## config.mk

```make
export PLATFORM = sky130hd
export DESIGN_NAME = level_meter
export DESIGN_NICKNAME = d
export VERILOG_FILES = /design/src/rtl/level_meter.sv
export SDC_FILE = /design/constraint.sdc
export NUM_CORES = 1
export LEC_CHECK = 0
export CORE_MARGIN = 5
export CORE_UTILIZATION = 33
export CTS_CLUSTER_SIZE = 30
export DETAILED_ROUTE_END_ITERATION = 16
export MAX_ROUTING_LAYER = met4
export PLACE_DENSITY_LB_ADDON = 0.08
export SYNTH_ARGS = -nofsm -noshare
export SYNTH_HDL_FRONTEND = slang
export SYNTH_SLANG_ARGS = --single-unit
```

## constraint.sdc

```tcl
create_clock -name dclk -period 3.4 [get_ports dclk]
set_input_delay 0.68 -clock dclk [delete_from_list [all_inputs] [get_ports dclk]]
set_output_delay 0.68 -clock dclk [all_outputs]
set_load 0.02 [all_outputs]
```

## src/rtl/level_meter.sv

```systemverilog
// level_meter: LED bar level meter with peak-hold, peak decay and clip
// indicator, all refreshed once per display update tick.
module level_meter #(
  parameter int BUS_WIDTH     = 6,
  parameter int UPDATE_PERIOD = 512,
  parameter int HOLD_TICKS    = 16,
  parameter int DECAY         = 2,
  parameter int CLIP_TICKS    = 8
) (
  input  logic                 dclk,
  input  logic                 rst,
  input  logic [BUS_WIDTH-1:0] level,
  output logic [7:0]           bar,
  output logic [7:0]           peak_led,
  output logic                 clip,
  output logic                 tick
);

  localparam int CW = (UPDATE_PERIOD > 1) ? $clog2(UPDATE_PERIOD) : 1;
  localparam int S  = 1 << (BUS_WIDTH - 3);

  localparam logic [CW-1:0]        CNT_MAX = CW'(UPDATE_PERIOD - 1);
  localparam logic [BUS_WIDTH-1:0] FULL    = '1;
  localparam logic [BUS_WIDTH-1:0] DEC     = BUS_WIDTH'(DECAY);
  localparam logic [7:0]           HOLD    = 8'(HOLD_TICKS);
  localparam logic [7:0]           CLIPN   = 8'(CLIP_TICKS);

  logic [CW-1:0]        cnt_q, cnt_d;
  logic [BUS_WIDTH-1:0] peak_q, peak_d;
  logic [7:0]           hold_q, hold_d;
  logic [7:0]           clipc_q, clipc_d;
  logic [7:0]           bar_q, bar_d;
  logic [7:0]           led_q, led_d;
  logic                 clip_q, clip_d;
  logic [BUS_WIDTH-1:0] pm1;

  assign tick     = (cnt_q == CNT_MAX);
  assign bar      = bar_q;
  assign peak_led = led_q;
  assign clip     = clip_q;

  // Free-running update counter; tick marks its terminal count.
  always_comb begin
    cnt_d = cnt_q + CW'(1);
    if (tick) begin
      cnt_d = '0;
    end
  end

  // Peak-hold/decay and clip-stretch state, advanced only on tick.
  always_comb begin
    peak_d  = peak_q;
    hold_d  = hold_q;
    clipc_d = clipc_q;
    if (tick) begin
      if (level >= peak_q) begin
        peak_d = level;
        hold_d = HOLD;
      end else if (hold_q != 8'h00) begin
        hold_d = hold_q - 8'h01;
      end else if (peak_q > DEC) begin
        peak_d = peak_q - DEC;
      end else begin
        peak_d = '0;
      end
      if (level == FULL) begin
        clipc_d = CLIPN;
      end else if (clipc_q != 8'h00) begin
        clipc_d = clipc_q - 8'h01;
      end
    end
  end

  // Display decode from the sampled level and the updated peak.
  always_comb begin
    bar_d  = bar_q;
    led_d  = led_q;
    clip_d = clip_q;
    pm1    = peak_d - BUS_WIDTH'(1);
    if (tick) begin
      for (int i = 0; i < 8; i++) begin
        bar_d[i] = int'(level) > (i * S);
      end
      if (peak_d == '0) begin
        led_d = 8'h00;
      end else begin
        led_d = 8'h01 << pm1[BUS_WIDTH-1:BUS_WIDTH-3];
      end
      clip_d = (clipc_d != 8'h00);
    end
  end

  // State registers with asynchronous clear.
  always_ff @(posedge dclk or posedge rst) begin
    if (rst) begin
      cnt_q   <= '0;
      peak_q  <= '0;
      hold_q  <= 8'h00;
      clipc_q <= 8'h00;
      bar_q   <= 8'h00;
      led_q   <= 8'h00;
      clip_q  <= 1'b0;
    end else begin
      cnt_q   <= cnt_d;
      peak_q  <= peak_d;
      hold_q  <= hold_d;
      clipc_q <= clipc_d;
      bar_q   <= bar_d;
      led_q   <= led_d;
      clip_q  <= clip_d;
    end
  end

endmodule

```

After elaboration in Yosys (flattened, before gate mapping)
Index checks and enable logic that the tools add are counted.

Register bits after elaboration: 48. Bits of input ports: 8. Logic and storage cells: 42.

Add/sub/neg operators: 5. Magnitude comparators: 10. Eq/ne operators: 2. Shift operators: 1. Multiplexer cells: 11. Reductions and logical operators: 6.

Operators with widths (count): $mux 8 (6); $gt 6x6->1 const B (4); $mux 6 (4); $reduce_bool 8->1 (3); $sub 8x1->8 const B (2); $gt 6x5->1 const B (2); $add 9x1->9 const B (1); $eq 9x9->1 const B (1); $mux 9 (1); $shl 1x3->8 const A (1); $eq 6x6->1 const B (1); $ge 6x6->1 (1); $gt 6x1->1 const B (1); $gt 6x2->1 const B (1); $gt 6x4->1 const B (1); $logic_not 6->1 (1); $sub 6x1->6 const B (1); $sub 6x2->6 const B (1); $reduce_and 2->1 (1); $reduce_bool 2->1 (1).

Longest topological paths before layout
Word-level depth: 8. Depth in mapped cells: 13. Mapped depth without buffers: 12.

Least setup slack after synthesis
Ideal clock, no wire load.

Kind: register to register. Start: register cnt_q[0]. End: register clip_q (netlist: clip). Library setup time: 0.124 ns. Data arrival time: 3.047 ns. Required time: 3.276 ns. Setup slack: 0.229 ns. Stages on the path, launching flop included: 14. Buffers on the path: 2. Clock period less this slack: 3.171 ns. Cells stage by stage: dfrtp_1 > ha_1 > nand2_1 > nor2_1 > and3_1 > ha_1 > buf_2 > inv_2 > clkbuf_1 > nor3_1 > a221o_1 > or3_1 > or4_1 > o31a_1.

Longest elaborated chain between the ends: 3.

Ends and longest elaborated chain: start: declaration (line 28) `logic [CW-1:0] cnt_q, cnt_d;`; start signal: assignment (line 104) `cnt_q <= cnt_d;`; $eq 9x9->1 (line 37) `assign tick = (cnt_q == CNT_MAX);`; via tick (line 16) `output logic tick`; $mux 8 (line 55) `if (tick) begin`; via clipc_d[3] (line 31) `logic [7:0] clipc_q, clipc_d;`; $reduce_bool 8->1 (line 89) `clip_d = (clipc_d != 8'h00);`; end signal: assignment (line 110) `clip_q <= clip_d;`; end: declaration (line 34) `logic clip_q, clip_d;`.

The timed path passes the listed nets, and every way through them passes these cells. A chain may end at the register's enable or synchronous reset.

Final worst setup path
Start: input level[0]. End: register led_q[0] (netlist: peak_led[0]).

Longest elaborated chain between the ends: 6. Elaborated cells between the ends (all ways): 7.

Ends and longest elaborated chain: start: declaration (line 12) `input logic [BUS_WIDTH-1:0] level,`; $ge 6x6->1 (line 56) `if (level >= peak_q) begin`; $mux 6 * (line 56); $mux 6 * (line 55); via peak_d[0] (line 29) `logic [BUS_WIDTH-1:0] peak_q, peak_d;`; $sub 6x1->6 (line 79) `pm1 = peak_d - BUS_WIDTH'(1);`; $shl 1x3->8 (line 87) `led_d = 8'h01 << pm1[BUS_WIDTH-1:BUS_WIDTH-3];`; $mux 8 * (line 84) `if (peak_d == '0) begin`; end signal: assignment (line 109) `led_q <= led_d;`; end: declaration (line 33) `logic [7:0] led_q, led_d;`.

The timed path passes the listed nets; every way through them passes the cells marked *.

==> out/results.ini <==
[status]
status = completed

[global_route]
grt_pass1_vias = 2182
grt_pass1_wl_um = 11100
grt_max_degree = 31
grt_remaining_overflow = 0
grt_use_total_pct = 14.44
antenna_found_initial = 0

[logic_synthesis]
ys_seq_elements = 48
ys_top_cells_by_area = dfrtp_1, ha_1, nor2_1
yosysMostFrequentCell = dfrtp_1
synth_mux_area_share_pct = 0.7540
yosysTopAreaCell = dfrtp_1
synth-edff-count = 0
yosysTopAreaCellShare_pct = 45.24
ys.warnings.count = 0
synthesis.area_sq_mm = 0.002655
synth_xor_area_share_pct = 4.288
synthTopCellsByCount = dfrtp_1, nor2_1, nand2_1, inv_1, a21oi_1
yosys.area_share.simple_pct = 20.64
avgSynthCellArea_sq_um = 9.283
synth_compound_area_share_pct = 18.33
ys_seq_area_share_pct = 45.24
synth_top_family_by_area = simple AND/OR/NAND/NOR gates
ys.flop_type = dfrtp_1
synth_adder_area_share_pct = 6.126
synth_nets = 307
netlist_instances = 286
yosysUniqueCellTypes = 53
async_flop_share_pct = 100.0

[critical_path]
worstPathRequired_ns = 3.59
cp.arrival_ns = 3.37
rr_worst_depth = 12
cp_slowest_stage_delay_ns = 0.49
cpMaxStageDelayCell = clkdlybuf4s50_1
cp_common_cell = a21o_1
worstSetupPathType = in2reg
worstPathCellList = clkdlybuf4s50_1 > inv_1 > ha_1 > nand2b_1 > a21o_1 > a21o_1 > a311o_1 > or3_1 > or3_4 > a32o_1
cp-end-kind = register
start_kind = primary input
critPathMaxFanout = 5

[clocking]
cts-root-buf = clkbuf_8
postCtsHoldBufs = 0
cts_buffers = 5
cts_resized = 0
clock_path_buffers = 2
path_clk_slew_ns = 0.09
cts_sinks = 48
cts_tree = done
htreeDepth = 2
cts_setup_buffers = 0
insertion_delay_ns = 0.30

[detailed_routing]
firstDrtPassIters = 4
num_vias = 2152
via_per_inst = 5.028
drc = 0
wirelength_met1_um = 3279
drtAntennaViolNets = 0
drtIter0Drc = 98
top_layer = met4
dr_wl_met3_um = 109
wl_met2_um = 3026
routed_wl_um = 6488
wl_per_cell_um = 15.16

[cells_and_area]
nNetsFinal = 347
final_layout_size_suffix_gt1_share_pct = 11.04
syn2layout_area_growth_pct = 21.72
num_antenna_cells = 0
finalInstanceArea_sq_mm = 0.003232

[sta]
max_slew_margin_pct = 52.60
fmax_mhz = 314.2
tightest_slew_ns = 0.7099
fin_skew_ns = 0.006848
period_needed_ns = 3.183
drv_slew = 0
hold_viol_final = 0
finalCritPeriodShare_pct = 93.60
rsz0062_at_grt = false
setup_viol = 0
fin_tns_setup_ns = 0

[floorplanning]
initial_core_util_pct = 34.18
ios = 26
die_w_um = 99.70
die_h_um = 99.70
die-area_sq_mm = 0.009939
rows = 32
core-area_sq_mm = 0.007767

[place]
dpl_cell_area_sq_mm = 0.003141
gp_congestion = 0.7999
numPortBuffers = 25
place_hpwl_um = 4910

[worst_hold_path]
min_path_cells = 1
hp-class = reg2reg

[power_and_ir_drop]
peakVddDrop_v = 0.0001588
powerDensity_mw_per_mm2 = 308.5
p_leak_uw = 0.001436

[flow_run]
cap_violations = 0

==> path summary, 6_finish.rpt <==
path	end	from	slack, ns
setup / recovery	peak_led[0]	level[0]	0.22
min in group asynchronous	hold_q[0]	rst	0.81
setup reg to reg	clip	cnt_q[0]	0.30
max in group asynchronous	peak_led[3]	rst	1.97
hold reg to reg	cnt_q[0]	cnt_q[0]	0.46
hold / removal	cnt_q[0]	cnt_q[0]	0.46
==> through the flow <==
step	worst slack, ns	std cells	power, uW	utilization, %	hold WS (ns)
detailed placement	-0.1081	421	648.2	40.43	0.4477
CTS	0.2182	428	1020	41.61	0.4628
global route	0.05806	428	1045	41.61	0.4754
global placement	-0.06032	421	648.4	40.43	0.4458
finish	0.2175	428	997.1	41.61	0.4626
floorplan	0.2292	286	614.8	-	0.4248
==> sequential cells by signal, summed over array words and instances (netlist names) <==
register,cells
clip,1
peak_led,8
peak_q,6
hold_q,8
clipc_q,8
cnt_q,9
bar,8
==> worst max-delay path, delay by kind of cell <==
kind,cells,cell delay [ns]
AO/OA/AOI/OAI,4,0.99
AND/OR/NAND/NOR,3,0.90
buffers and inverters,2,0.54
adder cells (fa/ha/maj),1,0.27
==> cell families (layout without fill, tap and decap cells) <==
group	after synthesis	count (layout)
compound gates	71	71
flops	48	48
mux	2	2
fa+ha+maj	13	13
simple gates	107	107
buf+inv	32	72
xor+xnor	13	13
==> cell usage in the layout (no fill, tap or decap), drive strengths merged, types with 2 or more instances in the layout <==
| cell type | netlist | layout |
|---|---|---|
| and3 | 2 | 2 |
| o2bb2ai | 2 | 2 |
| o21ai | 17 | 17 |
| clkdlybuf4s50 | 0 | 25 |
| or3 | 6 | 6 |
| or2 | 2 | 2 |
| nor4 | 5 | 5 |
| o211ai | 4 | 4 |
| a32o | 2 | 2 |
| o31ai | 2 | 2 |
| a31oi | 2 | 2 |
| a211oi | 3 | 3 |
| mux2i | 2 | 2 |
| a21o | 5 | 5 |
| a21oi | 16 | 16 |
| nand4 | 5 | 5 |
| a311oi | 2 | 2 |
| xor2 | 6 | 6 |
| buf | 3 | 18 |
| nand2b | 3 | 3 |
| or4 | 2 | 2 |
| inv | 22 | 22 |
| nor2 | 32 | 32 |
| nand3 | 8 | 8 |
| o221ai | 2 | 2 |
| dfrtp | 48 | 48 |
| clkbuf | 7 | 6 |
| o22ai | 2 | 2 |
| o2111ai | 3 | 3 |
| ha | 13 | 13 |
| nand2 | 25 | 25 |
| nor3 | 13 | 13 |
| xnor2 | 7 | 7 |
==> layout make-up <==
type / instances / area (sq um)
Clock buffer: 6 / 82.58
Clock inverter: 1 / 8.758
Fill cell: 806 / 4536
Inverter: 22 / 82.58
Multi-Input combinational cell: 206 / 1331
Sequential cell: 48 / 1201
Tap cell: 102 / 127.6
Timing Repair Buffer: 43 / 397.9
==> power by group <==
part	switching, uW	leakage [uW]	internal [uW]
registers	1.20	0.000552	571
clock network	199	0.0000473	163
logic	37.5	0.000836	25.6
total	237	0.00144	760
==> layer usage <==
layer	track usage [%]	up-vias
li1	-	1102
met1	19.31	1023
met2	22.78	21
met3	2.525	6
met4	3.466	0
met5	-	-
No activity file was read; power rests on OpenSTA's default activity.
